==> src/rtl/serial_subtractor_if.sv <==
// Start/done handshake bundle for the serial subtractor: operands in, registered
// difference and borrow out.
interface serial_subtractor_if #(
    parameter int WIDTH = 8
);
    logic             start;
    logic [WIDTH-1:0] A;
    logic [WIDTH-1:0] B;
    logic             busy;
    logic             done;
    logic [WIDTH-1:0] Diff;
    logic             Borrow;

    modport master (
        output start, A, B,
        input  busy, done, Diff, Borrow
    );

    modport slave (
        input  start, A, B,
        output busy, done, Diff, Borrow
    );
endinterface

==> src/rtl/serial_subtractor.sv <==
// Multi-cycle unsigned subtractor: BITS_PER_CYCLE bits per clock, LSB slice first,
// borrow rippled between slices; Diff/Borrow update only on completion.
module serial_subtractor #(
    parameter int WIDTH          = 8,
    parameter int BITS_PER_CYCLE = 1
) (
    input logic                clk,
    input logic                rst_n,
    serial_subtractor_if.slave bus
);
    localparam int NSLICE = WIDTH / BITS_PER_CYCLE;
    localparam int CNT_W  = (NSLICE > 1) ? $clog2(NSLICE) : 1;
    localparam logic [CNT_W-1:0] LAST_SLICE = CNT_W'(NSLICE - 1);

    typedef enum logic [1:0] {
        S_IDLE,
        S_RUN,
        S_DONE
    } state_e;

    state_e           state_q, state_d;
    logic [WIDTH-1:0] a_q, a_d;
    logic [WIDTH-1:0] b_q, b_d;
    logic [WIDTH-1:0] res_q, res_d;
    logic [WIDTH-1:0] diff_q, diff_d;
    logic             borrow_q, borrow_d;
    logic             borrow_out_q, borrow_out_d;
    logic [CNT_W-1:0] cnt_q, cnt_d;
    logic             busy_q, busy_d;
    logic             done_q, done_d;

    logic [BITS_PER_CYCLE:0] slice_diff;
    logic [WIDTH-1:0]        res_shifted;

    // The top bit of the (k+1)-bit slice difference is set exactly when the slice went negative.
    always_comb begin
        slice_diff  = {1'b0, a_q[BITS_PER_CYCLE-1:0]}
                    - {1'b0, b_q[BITS_PER_CYCLE-1:0]}
                    - {{BITS_PER_CYCLE{1'b0}}, borrow_q};
        res_shifted = (res_q >> BITS_PER_CYCLE)
                    | (WIDTH'(slice_diff[BITS_PER_CYCLE-1:0]) << (WIDTH - BITS_PER_CYCLE));
    end

    always_comb begin
        // NOTE: every *_d gets a default first so no path leaves it unassigned (no latches).
        state_d      = state_q;
        a_d          = a_q;
        b_d          = b_q;
        res_d        = res_q;
        diff_d       = diff_q;
        borrow_d     = borrow_q;
        borrow_out_d = borrow_out_q;
        cnt_d        = cnt_q;
        busy_d       = 1'b0;
        done_d       = 1'b0;

        unique case (state_q)
            S_IDLE, S_DONE: begin
                if (bus.start) begin
                    a_d      = bus.A;
                    b_d      = bus.B;
                    res_d    = '0;
                    borrow_d = 1'b0;
                    cnt_d    = '0;
                    busy_d   = 1'b1;
                    state_d  = S_RUN;
                end else begin
                    state_d = S_IDLE;
                end
            end
            S_RUN: begin
                a_d      = a_q >> BITS_PER_CYCLE;
                b_d      = b_q >> BITS_PER_CYCLE;
                res_d    = res_shifted;
                borrow_d = slice_diff[BITS_PER_CYCLE];
                cnt_d    = cnt_q + 1'b1;
                if (cnt_q == LAST_SLICE) begin
                    diff_d       = res_shifted;
                    borrow_out_d = slice_diff[BITS_PER_CYCLE];
                    done_d       = 1'b1;
                    state_d      = S_DONE;
                end else begin
                    busy_d = 1'b1;
                end
            end
            default: state_d = S_IDLE;
        endcase
    end

    always_ff @(posedge clk) begin
        // NOTE: state is updated with non-blocking assignments so every flop sees pre-edge values.
        if (!rst_n) begin
            // NOTE: plain registers only, so clearing them all in reset is cheap and aborts any run.
            state_q      <= S_IDLE;
            a_q          <= '0;
            b_q          <= '0;
            res_q        <= '0;
            diff_q       <= '0;
            borrow_q     <= 1'b0;
            borrow_out_q <= 1'b0;
            cnt_q        <= '0;
            busy_q       <= 1'b0;
            done_q       <= 1'b0;
        end else begin
            state_q      <= state_d;
            a_q          <= a_d;
            b_q          <= b_d;
            res_q        <= res_d;
            diff_q       <= diff_d;
            borrow_q     <= borrow_d;
            borrow_out_q <= borrow_out_d;
            cnt_q        <= cnt_d;
            busy_q       <= busy_d;
            done_q       <= done_d;
        end
    end

    assign bus.busy   = busy_q;
    assign bus.done   = done_q;
    assign bus.Diff   = diff_q;
    assign bus.Borrow = borrow_out_q;
endmodule

==> src/flat_wrapper.sv <==
// flat-port wrapper written by rule: the top's interface ports become plain ports
module serial_subtractor_flat 
#(
    parameter int WIDTH          = 8,
    parameter int BITS_PER_CYCLE = 1
)
  (clk, rst_n, bus_start, bus_A, bus_B, bus_busy, bus_done, bus_Diff, bus_Borrow);
  serial_subtractor_if #(.WIDTH(WIDTH)) bus_i ();
  input logic clk;
  input logic rst_n;
  input wire logic [$bits(bus_i.start)-1:0] bus_start;
  input wire logic [$bits(bus_i.A)-1:0] bus_A;
  input wire logic [$bits(bus_i.B)-1:0] bus_B;
  output wire logic [$bits(bus_i.busy)-1:0] bus_busy;
  output wire logic [$bits(bus_i.done)-1:0] bus_done;
  output wire logic [$bits(bus_i.Diff)-1:0] bus_Diff;
  output wire logic [$bits(bus_i.Borrow)-1:0] bus_Borrow;
  assign bus_i.start = bus_start;
  assign bus_i.A = bus_A;
  assign bus_i.B = bus_B;
  assign bus_busy = bus_i.busy;
  assign bus_done = bus_i.done;
  assign bus_Diff = bus_i.Diff;
  assign bus_Borrow = bus_i.Borrow;
  serial_subtractor #(.WIDTH(WIDTH), .BITS_PER_CYCLE(BITS_PER_CYCLE)) u_core (.clk(clk), .rst_n(rst_n), .bus(bus_i));
endmodule
==> config.mk <==
export PLATFORM = sky130hd
export DESIGN_NAME = serial_subtractor_flat
export DESIGN_NICKNAME = d
export VERILOG_FILES = /design/src/rtl/serial_subtractor_if.sv /design/src/rtl/serial_subtractor.sv /design/src/flat_wrapper.sv
export SDC_FILE = /design/constraint.sdc
export NUM_CORES = 1
export LEC_CHECK = 0
export BUFFER_PORTS_ARGS = -buffer_cell sky130_fd_sc_hd__buf_2
export CAP_MARGIN = 20
export CORE_MARGIN = 5
export CORE_UTILIZATION = 25
export DETAILED_ROUTE_END_ITERATION = 7
export PLACE_DENSITY = 0.47
export REMOVE_ABC_BUFFERS = 1
export SLEW_MARGIN = 20
export SYNTH_ARGS = -nofsm -noshare
export SYNTH_HDL_FRONTEND = slang
export SYNTH_SLANG_ARGS = --single-unit
export TNS_END_PERCENT = 10
==> constraint.sdc <==
create_clock -name clk -period 1.24 [get_ports clk]
set_input_delay 0.372 -clock clk [delete_from_list [all_inputs] [get_ports clk]]
set_output_delay 0.372 -clock clk [all_outputs]
set_load 0.02 [all_outputs]
## Yosys cells after proc, flatten, opt, wreduce, memory -nomap -nowiden

Index checks and enable logic that the tools add are counted.

| storage, ports and cells | value |
|---|---|
| bits in registers | 41 |
| latch bits | 0 |
| bits in writable memories | 0 |
| bits in read-only memories | 0 |
| input port bits | 19 |
| output and inout bits | 11 |
| memories | 0 |

| operators by class | value |
|---|---|
| add/sub/neg operators | 3 |
| multiply operators | 0 |
| divide/modulo/power cells | 0 |
| $lt $le $gt $ge | 0 |
| equality and inequality tests | 5 |
| shift-type cells | 0 |
| multiplexer cells | 17 |
| bitwise operators | 1 |
| reduce and logical (&&, ||, !) cells | 6 |

Operators with widths:

| cell | number |
|---|---|
| $pmux W8 S2 | 3 |
| $mux W8 | 3 |
| $or A7 B8 Y8 | 1 |
| $pmux W3 S2 | 1 |
| $reduce_and A2 Y1 | 3 |
| $mux W1 | 5 |
| $pmux W1 S2 | 2 |
| $pmux W2 S2 | 1 |
| $add A3 B1 Y3 const B | 1 |
| $eq A3 B3 Y1 const B | 1 |
| $mux W3 | 1 |
| $eq A2 B1 Y1 const B | 1 |
| $eq A2 B2 Y1 const B | 1 |
| $logic_not A2 Y1 | 1 |
| $mux W2 | 1 |
| $ne A2 B1 Y1 const B | 1 |
| $ne A2 B2 Y1 const B | 1 |
| $reduce_bool A2 Y1 | 1 |
| $reduce_or A2 Y1 | 1 |
| $sub A1 B1 Y2 | 1 |
| $sub A2 B1 Y2 | 1 |

## Longest topological paths before layout

| depth | value |
|---|---|
| depth after elaboration | 4 |
| gate-level depth with buffers | 5 |
| depth with buffers taken out | 5 |

## Least setup slack after synthesis

No wires, ideal clock.

| timing path | value |
|---|---|
| path kind | register to register |
| start | register u_core.cnt_q[0] |
| end | register u_core.busy_q, in the netlist u_core.bus.busy |
| arrival time | 1.133 ns |
| slack | -0.021 ns |
| cell stages (with the launch flop) | 6 |
| period minus slack after synthesis | 1.261 ns |
| cell sequence | dfxtp_1 ha_1 ha_1 clkbuf_1 o21a_1 nor2_1 |

| between the ends | value |
|---|---|
| cells in the longest elaborated chain, start to end | 3 |

Ends and longest elaborated chain:

| what | RTL line | text |
|---|---|---|
| from (decl) | serial_subtractor.sv:28 | `logic [CNT_W-1:0] cnt_q, cnt_d;` |
| from (signal assigned) | serial_subtractor.sv:112 | `cnt_q <= cnt_d;` |
| $eq A3 B3 Y1 | serial_subtractor.sv:77 | `if (cnt_q == LAST_SLICE) begin` |
| $mux W1 | serial_subtractor.sv:77 |  |
| $pmux W1 S2 | serial_subtractor.sv:57 | `unique case (state_q)` |
| to (signal assigned) | serial_subtractor.sv:113 | `busy_q <= busy_d;` |
| to (decl) | serial_subtractor.sv:29 | `logic busy_q, busy_d;` |

Every way passes these cells.
A chain may end at the register's enable or synchronous reset.

## Worst setup path after layout

| timing path | value |
|---|---|
| start | register u_core.cnt_q[0] |
| end | register u_core.diff_q[6], in the netlist u_core.bus.Diff[6] |

| between the ends | value |
|---|---|
| cells in the longest elaborated chain, start to end | 2 |

Ends and longest elaborated chain:

| what | RTL line | text |
|---|---|---|
| $eq A3 B3 Y1 | serial_subtractor.sv:77 |  |
| $reduce_and A2 Y1 (no source line) | -- |  |
| to (signal assigned) | serial_subtractor.sv:109 | `diff_q <= diff_d;` |
| to (decl) | serial_subtractor.sv:25 | `logic [WIDTH-1:0] diff_q, diff_d;` |

Every way passes these cells.

==> qor_table.md <==
| Stage | Item | This run |
|---|---|---|
| clocking | Maximum root-to-sink buffer count | 2 |
| final layout | Fillers | 686 |
| yosys | Part of the Yosys area used for sequential elements | 50.7% |
| critical path | Kind of end point of the critical path | flip-flop |
| drt | Number of DRC markers in iteration 0 | 68 |
| place | Final GP Congestion | 0.702 |
| drt | Count of unresolved DRC violations after routing | 0 |
| final layout | Relative area change from synthesis to final layout | 32.3% |
| clocking | CTS tree | yes |
| drt | Sum of routed wire length over all layers | 3.58 mm |
| clocking | Cell chosen for the clock root | sky130_fd_sc_hd__clkbuf_8 |
| clocking | Skew-Pair Late Insertion Delay | 0.29 ns |
| yosys | Average instance area after synthesis | 8.23 um^2 |
| yosys | Number of storage elements in the synthesis netlist | 40 |
| floorplanning | Die Area | 0.00801 mm^2 |
| clocking | Inserted Clock Buffers | 5 |
| timing | Final setup vio count | 0 |
| yosys | Post-synthesis cell area | 0.00158 mm^2 |
| global route | Antenna violations before repair | 0 |
| drt | Routed via count divided by cell count | 4.45 |
| pwr | Peak supply drop | 0.541 mV |
| clocking | Hold-fix buffers, CTS | 0 |
| global route | Maximum number of pins on one net before global-route repair | 38 |
| yosys | Warnings, synthesis | 0 |
| drt | Total number of vias | 1372 |
| critical path | Required time reported for the critical path endpoint | 1.47 ns |
| floorplanning | Placeable core region | 0.00624 mm^2 |
| drt | Number of detailed-route iterations in the first pass | 4 |
| critical path | Cell family with the largest share of critical-path delay | flip-flops |
| timing | Hold slack final | 0.315 ns |
| critical path | Kind of critical path | flip-flop to flip-flop |
| drt | Routed length per placed instance | 11.6 um |
| pwr | PnR Total Power | 2.77 mW |
| floorplanning | # IOs | 30 |
| timing | Clock period minus worst slack | 1.19 ns |
| pwr | Standby leakage power | 0.789 nW |
| yosys | Post-Synthesis Cells | 192 |
| critical path | Data arrival, critical path | 1.42 ns |
| critical path | CP max-delay cell | sky130_fd_sc_hd__dfxtp_2 |
| final layout | Layout Utilization | 33.5% |
| global route | Vias in the first global route | 1334 |
| critical path | Cell repeated most along the worst path | sky130_fd_sc_hd__ha_4 |
| final layout | Register area | 806 um^2 |
| critical path | Buf+Inv Stages, Crit Path | 1 |
| final layout | Total area of multi-input combinational cells | 757 um^2 |
| place | Total of buffers placed on input and output ports | 29 |
| pwr | PD cells | 1330 mW/mm^2 |
| global route | Overall routing resource usage | 9.94% |
| floorplanning | Row cnt | 29 |
| critical path | List of cells traversed by the critical path | ha_4 > ha_4 > nand3b_1 > buf_6 > nand2_2 > a21oi_2 |
| timing | Worst Max-Slew Pin Slew | 0.237 ns |
| job | Max-capacitance violation count | 0 |
| critical path | Critical Path Start Type | flip-flop |
| global route | GRT overflow | 0 |
| timing | Slew Limit Fails | 0 |
| yosys | Most area-hungry cell type in the Yosys netlist | sky130_fd_sc_hd__dfxtp_1 |
| timing | Final clock period utilization by the worst path | 95.8% |
| worst hold path | Class of the tightest hold or removal check | input port to flip-flop |
| final layout | Net count reported at finish | 252 |
| floorplanning | Overall die height | 89.5 um |
| timing | RSZ-0062 raised after global routing | yes |
| yosys | Area share of the largest cell type after synthesis | 50.7% |
| floorplanning | Initial core utilization | 25.3% |
| drt | Number of antenna-violating nets in the routed design | 0 |
| final layout | Ant. Diodes | 0 |
| yosys | Leading cell types by total area after synthesis | sky130_fd_sc_hd__dfxtp_1 (51%), sky130_fd_sc_hd__nand2_1 (11%), sky130_fd_sc_hd__a21oi_1 (7.0%), sky130_fd_sc_hd__nand3_1 (6.7%), sky130_fd_sc_hd__a31oi_1 (5.5%) |
| place | Half-perimeter wire length after placement | 2.44 mm |
| clocking | Htree depth | 2 |
| final layout | Post-route standard cell area excluding fillers | 0.00209 mm^2 |
| critical path | Crit-path max cell delay | 0.34 ns |
| clocking | Clock-pin slew reported for the worst setup and hold paths after clock tree synthesis | 0.08 ns |
| floorplanning | Horizontal extent of the die | 89.5 um |
| final layout | Fraction of final layout cells with drive strength greater than 1 | 32.9% |
| global route | Global-route wire length before repair | 6.11 mm |
| timing | Setup total negative slack | 0 ns |
| yosys | Post-synth cell types | 23 |
| clocking | Num Clock Sinks | 40 |
| timing | Fin. Hold Viols | 0 |
| timing | Worst Skew | 0.00751 ns |
| critical path | Top fanout value on the critical path | 5 |
| timing | Slew Limit Headroom | 84.1% |
| timing | Max Fclk | 841 MHz |
| place | Dpl cell area | 0.00188 mm^2 |
| status | Result of the run | completed |
[Yosys cell counts]
cell	count
sky130_fd_sc_hd__nand2b_1	4
sky130_fd_sc_hd__ha_1	2
sky130_fd_sc_hd__clkbuf_2	1
sky130_fd_sc_hd__o21ai_0	12
sky130_fd_sc_hd__a21oi_1	22
sky130_fd_sc_hd__a31oi_1	14
sky130_fd_sc_hd__buf_2	5
sky130_fd_sc_hd__buf_4	3
sky130_fd_sc_hd__dfxtp_1	40
sky130_fd_sc_hd__clkinv_1	1
sky130_fd_sc_hd__and2b_1	1
sky130_fd_sc_hd__buf_6	2
sky130_fd_sc_hd__o21ai_1	2
sky130_fd_sc_hd__fa_1	1
sky130_fd_sc_hd__nand3_1	21
sky130_fd_sc_hd__nor2_1	4
sky130_fd_sc_hd__clkbuf_1	5
sky130_fd_sc_hd__inv_1	1
sky130_fd_sc_hd__nand3b_1	1
sky130_fd_sc_hd__nand2_1	47
sky130_fd_sc_hd__a311oi_2	1
sky130_fd_sc_hd__o21a_1	1
sky130_fd_sc_hd__nor2b_1	1
[worst paths after layout]
check / startpoint / to / slack [ns] / cells after the start
worst min register to register: u_core.bus.Diff[4] / u_core.bus.Diff[4] / 0.45 / 2
worst min-delay path: bus_B[7] / u_core.b_q[7] / 0.32 / 3
worst max-delay path: u_core.cnt_q[0] / u_core.bus.Diff[6] / 0.05 / 6
worst max register to register: u_core.cnt_q[0] / u_core.bus.Diff[6] / 0.05 / 6
[routing by layer]
| layer | wire (um) | part of all wire, % | global-route usage (%) | vias up |
|---|---|---|---|---|
| met2 | 1720 | 48 | 16.3 | 27 |
| met5 | 0 | 0 | 0 | - |
| met4 | 12 | 0.34 | 2.84 | 0 |
| met1 | 1630 | 46 | 12.7 | 615 |
| met3 | 210 | 5.9 | 2.76 | 2 |
| li1 | - | - | - | 728 |
[through the flow]
| step | std cells | setup WS, ns |
|---|---|---|
| final | 308 | 0.0516 |
| after global routing | 308 | -0.0290 |
| after CTS | 310 | -0.00212 |
| after detailed placement | 299 | -0.00651 |
| after global placement | 299 | 0.0174 |
| after floorplan | 176 | -0.173 |
[registers in the layout (all words and copies together), names as in the netlist]
name / cells
u_core.bus.busy: 1
u_core.bus.done: 1
u_core.b_q: 8
u_core.state_q: 2
u_core.bus.Borrow: 1
u_core.res_q: 7
u_core.borrow_q: 1
u_core.bus.Diff: 8
u_core.a_q: 8
u_core.cnt_q: 3
[kinds of logic (layout without fill, tap and decap cells)]
family,Yosys count,after routing,share of synthesized area [%]
buffers and inverters,18,57,6.41
DFF,40,40,50.7
AOI/OAI and AO/OA,52,52,18.4
and+or+nand+nor,79,79,21.7
adders and majority gates,3,3,2.85
[timing repair]
action,CTS,global route
setup buffers,2,0
endpoints found under the hold margin,0,0
gates cloned,1,0
pin swaps,7,4
endpoints found under the setup margin,11,18
gates resized for setup,10,20
[power breakdown]
part	leakage, nW	total [mW]	internal (mW)	switching, mW
registers	0.328	1.38	1.35	0.0312
clock network	0.0548	1.08	0.606	0.476
logic	0.406	0.311	0.136	0.175
[worst register-to-register path: stages, from the launching register on]
cell and delay (ns):
sky130_fd_sc_hd__dfxtp_2 0.34, sky130_fd_sc_hd__ha_4 0.16, sky130_fd_sc_hd__ha_4 0.15, sky130_fd_sc_hd__nand3b_1 0.15
sky130_fd_sc_hd__buf_6 0.16, sky130_fd_sc_hd__nand2_2 0.06, sky130_fd_sc_hd__a21oi_2 0.11
[cells in the final DEF (no fill, tap or decap)]
master	instances
sky130_fd_sc_hd__buf_2	27
sky130_fd_sc_hd__bufinv_16	1
sky130_fd_sc_hd__nor2b_1	1
sky130_fd_sc_hd__buf_4	16
sky130_fd_sc_hd__dfxtp_1	36
sky130_fd_sc_hd__a31oi_1	14
sky130_fd_sc_hd__o21a_1	1
sky130_fd_sc_hd__clkbuf_8	5
sky130_fd_sc_hd__a311oi_2	1
sky130_fd_sc_hd__clkinvlp_4	1
sky130_fd_sc_hd__fa_1	1
sky130_fd_sc_hd__ha_4	2
sky130_fd_sc_hd__clkinv_1	1
sky130_fd_sc_hd__buf_6	3
sky130_fd_sc_hd__and2b_2	1
sky130_fd_sc_hd__nand3_1	21
sky130_fd_sc_hd__dfxtp_2	4
sky130_fd_sc_hd__buf_12	1
sky130_fd_sc_hd__a21oi_2	8
sky130_fd_sc_hd__nand2_4	2
sky130_fd_sc_hd__nor2_1	4
sky130_fd_sc_hd__nand2b_1	4
sky130_fd_sc_hd__nand3b_1	1
sky130_fd_sc_hd__inv_6	1
sky130_fd_sc_hd__o21ai_1	2
sky130_fd_sc_hd__nand2_1	42
sky130_fd_sc_hd__inv_1	1
sky130_fd_sc_hd__a21oi_1	14
sky130_fd_sc_hd__nand2_2	3
sky130_fd_sc_hd__o21ai_0	12
[cell type report]
cell class | instances | area share (%)
flip-flops and latches | 40 | 38.5
multi-input cells | 134 | 36.2
repair buffers | 47 | 14.8
well taps | 77 | 4.61
clock buffers | 5 | 3.29
clock inverters | 3 | 2.21
inverters | 2 | 0.359
(Power assumes the default switching activity.)
